===== src/rtl/uart_tx_serializer.sv =====
// UART transmit serializer: latches the payload during Read, builds the
// start/data/parity/stop frame and shifts it out LSB-first during Transmit,
// holding the controller's shift input high until the last bit has finished.
module uart_tx_serializer #(
  parameter int unsigned CLKS_PER_BIT = 868,
  parameter int unsigned DATA_BITS    = 8,
  parameter int unsigned PARITY_EN    = 1,
  parameter int unsigned PARITY_ODD   = 0,
  parameter int unsigned STOP_BITS    = 1
) (
  input  logic                 clk,
  input  logic                 rst,
  input  logic [1:0]           state,
  input  logic [DATA_BITS-1:0] data_in,
  output logic                 shift,
  output logic                 tx,
  output logic                 tx_done
);

  localparam int unsigned N  = 1 + DATA_BITS + PARITY_EN + STOP_BITS;
  localparam int unsigned CW = $clog2(CLKS_PER_BIT);
  localparam int unsigned IW = $clog2(N + 1);

  localparam logic [1:0]    ST_READ  = 2'b01;
  localparam logic [1:0]    ST_XMIT  = 2'b11;
  localparam logic [CW-1:0] CNT_LAST = CW'(CLKS_PER_BIT - 1);
  localparam logic [IW-1:0] IDX_LAST = IW'(N - 1);

  logic [DATA_BITS-1:0] hold;
  logic [N-1:0]         sr;
  logic [N-1:0]         frame;
  logic [CW-1:0]        cnt;
  logic [IW-1:0]        idx;
  logic                 fin;
  logic                 parity;
  logic                 active;
  logic                 bit_end;
  logic                 last_bit_end;

  assign active       = (state == ST_XMIT) && !fin;
  assign bit_end      = (cnt == CNT_LAST);
  assign last_bit_end = active && bit_end && (idx == IDX_LAST);
  assign parity       = (^hold) ^ (PARITY_ODD != 0);

  // Payload latch: follows data_in only while the controller is in Read.
  always_ff @(posedge clk or negedge rst) begin
    if (!rst) begin
      hold <= '0;
    end else if (state == ST_READ) begin
      hold <= data_in;
    end
  end

  // Frame image: start bit at LSB, payload, optional parity, stop bits as ones.
  always_comb begin
    frame              = '1;
    frame[0]           = 1'b0;
    frame[DATA_BITS:1] = hold;
    if (PARITY_EN != 0) begin
      frame[DATA_BITS+1] = parity;
    end
  end

  // Baud timing and shifter: preload outside Transmit, shift once per bit time.
  always_ff @(posedge clk or negedge rst) begin
    if (!rst) begin
      sr  <= '1;
      cnt <= '0;
      idx <= '0;
      fin <= 1'b0;
    end else if (state != ST_XMIT) begin
      sr  <= frame;
      cnt <= '0;
      idx <= '0;
      fin <= 1'b0;
    end else if (!fin) begin
      if (bit_end) begin
        cnt <= '0;
        if (idx == IDX_LAST) begin
          fin <= 1'b1;
        end else begin
          sr  <= {1'b1, sr[N-1:1]};
          idx <= idx + IW'(1);
        end
      end else begin
        cnt <= cnt + CW'(1);
      end
    end
  end

  // Completion pulse: high in the first cycle fin is set.
  always_ff @(posedge clk or negedge rst) begin
    if (!rst) begin
      tx_done <= 1'b0;
    end else begin
      tx_done <= last_bit_end;
    end
  end

  // Line and handshake outputs; reset forces idle immediately.
  assign shift = rst && active;
  assign tx    = shift ? sr[0] : 1'b1;

endmodule


===== config.mk =====
export PLATFORM = sky130hd
export DESIGN_NAME = uart_tx_serializer
export DESIGN_NICKNAME = d
export VERILOG_FILES = /design/src/rtl/uart_tx_serializer.sv
export SDC_FILE = /design/constraint.sdc
export NUM_CORES = 1
export LEC_CHECK = 0
export ABC_CLOCK_PERIOD_IN_PS = 1600
export CAP_MARGIN = 15
export CORE_UTILIZATION = 50
export CTS_BUF_LIST = sky130_fd_sc_hd__clkbuf_8
export DETAILED_ROUTE_END_ITERATION = 8
export HOLD_SLACK_MARGIN = 0.03
export PLACE_DENSITY_LB_ADDON = 0.1
export SKIP_LAST_GASP = 1
export SLEW_MARGIN = 20
export SYNTH_ARGS = -nofsm -noshare
export SYNTH_HDL_FRONTEND = slang
export SYNTH_SLANG_ARGS = --single-unit

===== constraint.sdc =====
create_clock -name clk -period 1.6 [get_ports clk]
set_clock_uncertainty 0.2 [all_clocks]
set_input_delay 0.24 -clock clk [delete_from_list [all_inputs] [get_ports clk]]
set_output_delay 0.24 -clock clk [all_outputs]
set_load 0.03 [all_outputs]

==> results.cfg, run 1 <==
[logic_synthesis]
ys_warn_count = 0
muxShareOfSynthArea_pct = 6.459
synth_cell_type_count = 37
synth-edff-count = 0
synth_adder_area_share_pct = 2.177
syn_area_um2 = 1724
synth_seq_area_share_pct = 50.07
yosys.area_share.simple_pct = 16.69
synth_compound_area_share_pct = 17.34
synth-xor-area-share_pct = 4.572
netlist_instances = 169
synth-seq-cells = 34
async_flop_share_pct = 100.0
synth_flop_cell = dfrtp_1
synth_top_family_by_area = compound AO/OA/AOI/OAI gates
synth_nets = 184
avgSynthCellArea_um2 = 10.20

[power_and_ir_drop]
ir_drop_uv = 722.2
cellPowerDensity_nw_per_um2 = 864.1
p_leak_nw = 1.055

[global_route]
track_usage_pct = 23.69
grt_max_degree = 35
grt_pass1_wl_um = 6203
gr-total-overflow = 0
grt_antenna_before_repair = 0
grt_pass1_vias = 1464

[clock_network]
cts.sinks = 34
cts_buffers = 5
clockBufferDepth = 2
cts_tree = done
clock_latency_ns = 0.28
clkTransAtPathRegs_ns = 0.07
cts.hold.buffers_added = 0
htreeDepth = 2
cts-root-buf = clkbuf_8

[layout]
most-common-layout-cells = buf_4, dfrtp_1, a31oi_1
fin_cells = 269
syn_to_final_growth_pct = 45.65
final_common_cell = buf_4
nets = 239
drive_above_1_share_pct = 43.56
n_antenna_cell = 0

[placed_design]
post-dp-hpwl_um = 2734
io_buffers = 14
globalplace.congestion = 0.7949
dp.cells = 254

[timing]
holdWs_ns = 0.1879
period_share_pct = 111.3
fmax_mhz = 561.7
hold_violations = 0
setup_slack_ns = -0.1803
post-route-min-period_ns = 1.780
rsz0062_at_grt = yes
setup_violations = 27
worstMarginPinSlew_ns = 0.4390
finalMaxSlewViolations = 0
relSlewSlack_pct = 70.66

[setup_path]
endpoint_kind = flip-flop
rrSetupSlack_ns = -0.18
required_ns = 1.62
worstReg2RegEnd = idx[3]
crit_fanout = 4
slowest_delay_ns = 0.42
ff2ff_path_depth = 5
r2r_start = cnt[0]
path_cells = ha_2 > and4b_2 > nand3_4 > or4_4 > a21oi_2
slowest_stage = or4_4
start_kind = flip-flop
arrival_ns = 1.80
crit_type = reg -> reg

[route]
drtPass1Iterations = 4
vias_per_cell = 5.595
routed_wl_um = 4246
antenna_left = 0
drt_iter0_drc = 70
via_count = 1505
route.detailed.drc = 0
wl_per_cell_um = 15.78

[die]
die_w_um = 60.72
dieArea_um2 = 3687
floorplan.initialDensity_pct = 54.68
core_area_um2 = 3153
rows = 20
die_y_um = 60.72
io_pins = 15

[hold_path]
hp-class = in -> async

[outcome]
status = finished, violations left
failed_checks = negative setup slack

[job]
maxCapViolCount = 0
worst max-delay path, delay by kind of cell, from the launching register on:
family | cells | cell delay, ns
AO/OA/AOI/OAI | 1 | 0.13
adder cells (fa/ha/maj) | 1 | 0.19
flip-flops | 1 | 0.36
AND/OR/NAND/NOR | 3 | 0.84
worst max-delay path by stage:
stage | from | endpoint | slack, ns
CTS | cnt[1] | idx[3] | -0.17
detailed placement | rst | tx | -0.56
global route | cnt[1] | cnt[2] | -0.26
finish | cnt[0] | idx[3] | -0.18
global placement | rst | tx | -0.56
floorplan | cnt[0] | idx[3] | -0.10
kinds of logic after synthesis:
logic type | after synthesis
compound gates | 49
simple gates | 53
buf+inv | 11
fa+ha+maj | 3
flops | 34
xor+xnor | 9
mux | 10
through the flow:
step	util (%)	TNS [ns]	power, W	cell area [um2]	worst slack (ns)
global route	79.64	-4.582	0.002253	2511	-0.2583
finish	79.64	-2.909	0.002170	2511	-0.1803
detailed placement	70.08	-6.833	0.001389	2210	-0.5624
floorplan	-	-1.210	0.001258	1769	-0.1033
global placement	70.08	-5.671	0.001368	2210	-0.5628
CTS	75.56	-2.619	0.002145	2382	-0.1664
Yosys cell counts, drive strengths merged, types with 2 or more instances:
master,instances,area [um2]
o21ai,13,65.06
nand3b,2,15.01
buf,2,12.51
dfrtp,24,600.6
nand3,11,60.06
nand2b,3,18.77
inv,3,11.26
nor3,2,21.27
a31oi,16,106.4
a21oi,12,60.06
clkbuf,6,22.52
or3,2,12.51
a22o,3,26.28
dfstp,10,262.8
nor2b,2,12.51
and3,3,18.77
nor2,13,48.80
mux2,9,101.4
o31ai,2,15.01
nand2,8,30.03
and2,3,20.02
xnor2,8,70.07
ha,3,37.54
report_power, final:
part           switching, W  internal (W)
Combinational      0.000169      0.000212
Clock              0.000303      0.000434
Sequential        0.0000755      0.000977
Total              0.000547       0.00162
sequential cells by signal, indices dropped and copies added, names as in the netlist:
name     flops
cnt         10
fin          1
hold         8
idx          4
sr          10
tx_done      1
repair_timing:
action,CTS,global route
cloned,0,1
gates resized for setup,18,27
setup buffers,3,3
endpoints found under the setup margin,28,36
pin swaps,5,15
area by class of cell:
class                   count  area (um2)
inverters                   3       11.26
repair buffers             56       519.2
fillers                   222       641.9
well taps                  44       55.05
flip-flops and latches     34       863.3
clock buffers               8       110.1
multi-input cells         124       952.2
metal layers:
layer	routed length (um)	vias up	track usage [%]
li1	-	728	-
met1	1859	732	28.98
met2	2177	38	38.46
met4	60	0	11.69
met5	0	-	0
met3	149	7	6.823
No activity file was read; power rests on OpenSTA's default activity.
==> run 2, diff against run 1 <==
Settings changed: ABC_CLOCK_PERIOD_IN_PS 1600 to 2000, TNS_END_PERCENT from default to 50.
Clock period 1.6 ns to 2 ns, I/O delays scaled along.
==> run 2 against run 1 <==
Effect of this change: the run now ends clean; register-to-register slack better by 0.24 ns; sequential share of layout area up 7.0 points; fmax down 8.1%; worst setup slack better by 0.24 ns; combinational power down 35%; clock-buffer cell count down 2.
==> results.cfg, run 2 (synthesis results as in run 1) <==
[route]
antenna_left = 0
route.detailed.drc = 0
wl_per_cell_um = 14.28
drtPass1Iterations = 5
vias_per_cell = 5.799
via_count = 1386
drt_iter0_drc = 71
routed_wl_um = 3412

[die]
die_y_um = 60.72
core_area_um2 = 3153
rows = 20
die_w_um = 60.72
dieArea_um2 = 3687
floorplan.initialDensity_pct = 54.68
io_pins = 15

[outcome]
status = finished, final reports clean

[clock_network]
cts-root-buf = clkbuf_8
cts.hold.buffers_added = 0
cts_tree = done
clock_latency_ns = 0.27
clockBufferDepth = 2
cts.sinks = 34
clkTransAtPathRegs_ns = 0.06
cts_buffers = 5
cts_resized = 5
htreeDepth = 2
cts_setup_buffers = 0

[power_and_ir_drop]
internal-power_w = 0.001187
p_clk_share_pct = 31.5
p_seq_share_pct = 52.8
ir_drop_uv = 488.5
p_sw_w = 0.0003842
combinationalPowerShare_pct = 15.8
swShare_pct = 24.46
cellPowerDensity_nw_per_um2 = 753.1
p_leak_nw = 0.8623
power.total_w = 0.001571

[timing]
hold_violations = 0
setup_violations = 0
post-route-min-period_ns = 1.938
relSlewSlack_pct = 71.64
worstMarginPinSlew_ns = 0.4254
finalMaxSlewViolations = 0
rsz0062_at_grt = yes
holdWs_ns = 0.2648
setup_slack_ns = 0.06180
fmax_mhz = 515.9
period_share_pct = 96.91

[placed_design]
dp_worst_setup_slack_ns = -0.3219
placed_area_um2 = 1997
post-dp-hpwl_um = 2372
io_buffers = 14
globalplace.congestion = 0.8105

[setup_path]
start_kind = flip-flop
crit_type = reg -> reg
crit_fanout = 6
endpoint_kind = flip-flop
required_ns = 2.00
arrival_ns = 1.94

[layout]
most-common-layout-cells = dfrtp_1, a31oi_1, nor2_1, o21ai_0
n_antenna_cell = 0
final_util_pct = 66.15
final_common_cell = dfrtp_1
design_area_um2 = 2086
top_regs = cnt (10), sr (10), hold (8)
drive_above_1_share_pct = 23.08
nets = 209
syn_to_final_growth_pct = 20.97
n_fill_cell = 279

[global_route]
grt_max_degree = 35
gr-total-overflow = 0
grt_pass1_wl_um = 5740
track_usage_pct = 21.58
grt_antenna_before_repair = 0
grt_pass1_vias = 1234

[job]
maxCapViolCount = 0

[hold_path]
hp-class = in -> async
-- run 2: cell types whose count changed in the layout (fill, tap and decap cells not counted), sizes merged --
cell / change
dlygate4sd2: -1
inv: +2
buf: -29
clkbuf: -3
clkdlybuf4s50: +1
-- run 2: area by class of cell --
cell class,instances,area [um2],area share (%)
Timing Repair Buffer,26,247.7,11.88
Inverter,3,11.26,0.5399
Clock buffer,6,82.58,3.959
Tap cell,44,55.05,2.639
Clock inverter,2,7.507,0.3599
Multi-Input combinational cell,124,818.3,39.23
Sequential cell,34,863.3,41.39
-- run 2: final timing paths --
path	from	endpoint	slack [ns]	depth (start not counted)
worst max-delay path	cnt[0]	idx[3]	0.06	5
worst min-delay path	rst	cnt[6]	0.26	2
worst max register to register	cnt[0]	idx[3]	0.06	5
worst min register to register	sr[1]	sr[0]	0.28	2
max in group asynchronous	rst	sr[1]	1.00	2
min in group clk	sr[1]	sr[0]	0.28	2
-- run 2: per-stage QoR --
| step | cells | setup TNS, ns |
|---|---|---|
| after floorplan | 169 | 0 |
| after global placement | 231 | -0.2844 |
| after detailed placement | 231 | -0.3219 |
| after CTS | 239 | 0 |
| after global routing | 239 | -0.001734 |
| final | 239 | 0 |
-- run 2: worst max-delay path, stage by stage (launching register included) --
cell     delay (ns)
dfrtp_1        0.37
ha_1           0.22
and4b_2        0.28
nand3_2        0.14
or4_1          0.50
a21oi_1        0.15
-- run 2: per-layer routing --
metal | vias to the layer above | global-route usage [%] | part of all wire (%)
li1 | 669 | - | -
met1 | 678 | 30.61 | 48
met2 | 34 | 33.44 | 47
met3 | 5 | 4.478 | 3.8
met4 | 0 | 6.818 | 1.5
met5 | - | 0 | 0
-- run 2: power by group through the flow --
stage | combinational [W] | clock, W | sequential, W
2_1_floorplan | 0.000175 | 0 | 0.000827
3_3_place_gp | 0.000242 | 0 | 0.000835
3_5_place_dp | 0.000249 | 0 | 0.000840
4_1_cts | 0.000250 | 0.000513 | 0.000828
5_1_grt | 0.000276 | 0.000539 | 0.000838
6_report | 0.000248 | 0.000494 | 0.000829
==> run 3, diff against run 2 <==
Settings changed: MAX_ROUTING_LAYER from default to met4.
==> run 3 against run 2 <==
Effect of this change: fmax grew 0.18%; non-clock buffer count is the same; critical endpoint unchanged; design area is the same; critical path type unchanged; via count grew 0.58%; sequential cell count is the same; first-iteration DRC count shrank 5.6%.
==> results.cfg, run 3 (synthesis results as in run 1) <==
[global_route]
use_met1_pct = 30.61
track_usage_pct = 22.28
grtUsageMet3_pct = 4.478
grt_pass1_vias = 1236
grt_pass1_wl_um = 5754
grt.busiest_layer = met2
met2_usage_pct = 33.44
grt_antenna_before_repair = 0
grt_max_degree = 35
gr-total-overflow = 0

[route]
vias_per_cell = 5.833
via_count = 1394
drt_iter0_drc = 67
drtPass1Iterations = 4
antenna_left = 0
wl_per_cell_um = 14.29
routed_wl_um = 3415
route.detailed.drc = 0

[die]
io_pins = 15
rows = 20
dieArea_um2 = 3687
die_w_um = 60.72
core_area_um2 = 3153
die_y_um = 60.72
floorplan.initialDensity_pct = 54.68

[job]
maxCapViolCount = 0

[placed_design]
globalplace.congestion = 0.8225
post-dp-hpwl_um = 2372
io_buffers = 14

[clock_network]
cts.sinks = 34
cts-root-buf = clkbuf_8
cts.hold.buffers_added = 0
cts_setup_buffers = 0
cts_buffers = 5
clkTransAtPathRegs_ns = 0.06
clock_latency_ns = 0.27
htreeDepth = 2
clockBufferDepth = 2
cts_resized = 5
cts_tree = done

[power_and_ir_drop]
swShare_pct = 24.49
internal-power_w = 0.001187
p_clk_share_pct = 31.5
cellPowerDensity_nw_per_um2 = 753.5
p_leak_nw = 0.8623
p_sw_w = 0.0003849
combinationalPowerShare_pct = 15.8
p_seq_share_pct = 52.7
ir_drop_uv = 489.6

[outcome]
status = finished, final reports clean

[timing]
setup_violations = 0
rsz0062_at_grt = yes
hold_violations = 0
post-route-min-period_ns = 1.935
tns_ns = 0
finalMaxSlewViolations = 0
relSlewSlack_pct = 71.66
worstMarginPinSlew_ns = 0.4251
period_share_pct = 96.74
fmax_mhz = 516.9

[layout]
n_fill_cell = 279
drive_above_1_share_pct = 23.08
most-common-layout-cells = dfrtp_1, a31oi_1, nor2_1, o21ai_0
final_common_cell = dfrtp_1
top_regs = cnt (10), sr (10), hold (8)
syn_to_final_growth_pct = 20.97
n_antenna_cell = 0
final_util_pct = 66.15
nets = 209

[setup_path]
setup.worst_path.start = cnt[0]
rrSetupSlack_ns = 0.07
crit_fanout = 6
arrival_ns = 1.93
required_ns = 2.00
ff2ff_path_depth = 5
endpoint_kind = flip-flop
crit_type = reg -> reg
r2r_start = cnt[0]
worstReg2RegEnd = idx[3]
start_kind = flip-flop

[hold_path]
hp-class = in -> async
[run 3: routing by layer]
metal / vias to the layer above / wire length, um
met4: 0 / 44
met1: 677 / 1550
met2: 43 / 1616
met3: 5 / 202
met5: - / 0
li1: 669 / -
[run 3: worst max path at each step]
stage              to  slack (ns)  cells past startpoint
6_report       idx[3]        0.07                      5
5_1_grt        idx[3]      -0.002                      5
4_1_cts        idx[3]        0.07                      5
3_5_place_dp       tx       -0.32                      4
3_3_place_gp       tx       -0.28                      4
2_1_floorplan   sr[1]        0.23                      7
[run 3: cell type report]
type / instances / area [um2] / share of cell area, %
inverter: 3 / 11.26 / 0.5399
sequential: 34 / 863.3 / 41.39
tap: 44 / 55.05 / 2.639
multi-input combinational: 124 / 818.3 / 39.23
clock buffer: 6 / 82.58 / 3.959
timing repair buffer: 26 / 247.7 / 11.88
clock inverter: 2 / 7.507 / 0.3599
[run 3: worst max-delay path: stages (launching register included)]
cell and delay, ns:
dfrtp_1 0.37, ha_1 0.22, and4b_2 0.28, nand3_2 0.14, or4_1 0.50, a21oi_1 0.15
[run 3: power groups by stage]
stage | Clock, W | Combinational, W | Sequential, W
floorplan | 0 | 0.000175 | 0.000827
global placement | 0 | 0.000242 | 0.000835
detailed placement | 0 | 0.000249 | 0.000840
CTS | 0.000513 | 0.000250 | 0.000828
global route | 0.000539 | 0.000276 | 0.000838
finish | 0.000495 | 0.000248 | 0.000829
[run 3: per-stage QoR]
stage          power [W]  instance area (um2)  instances  hold WS [ns]  setup WS (ns)
6_report        0.001572                 2086        239        0.2628        0.06525
5_1_grt         0.001653                 2086        239        0.3030      -0.001734
3_5_place_dp    0.001089                 1997        231        0.2733        -0.3219
2_1_floorplan   0.001002                 1724        169       -0.1956         0.2307
3_3_place_gp    0.001078                 1997        231        0.2763        -0.2844
4_1_cts         0.001591                 2082        239        0.2740        0.06950
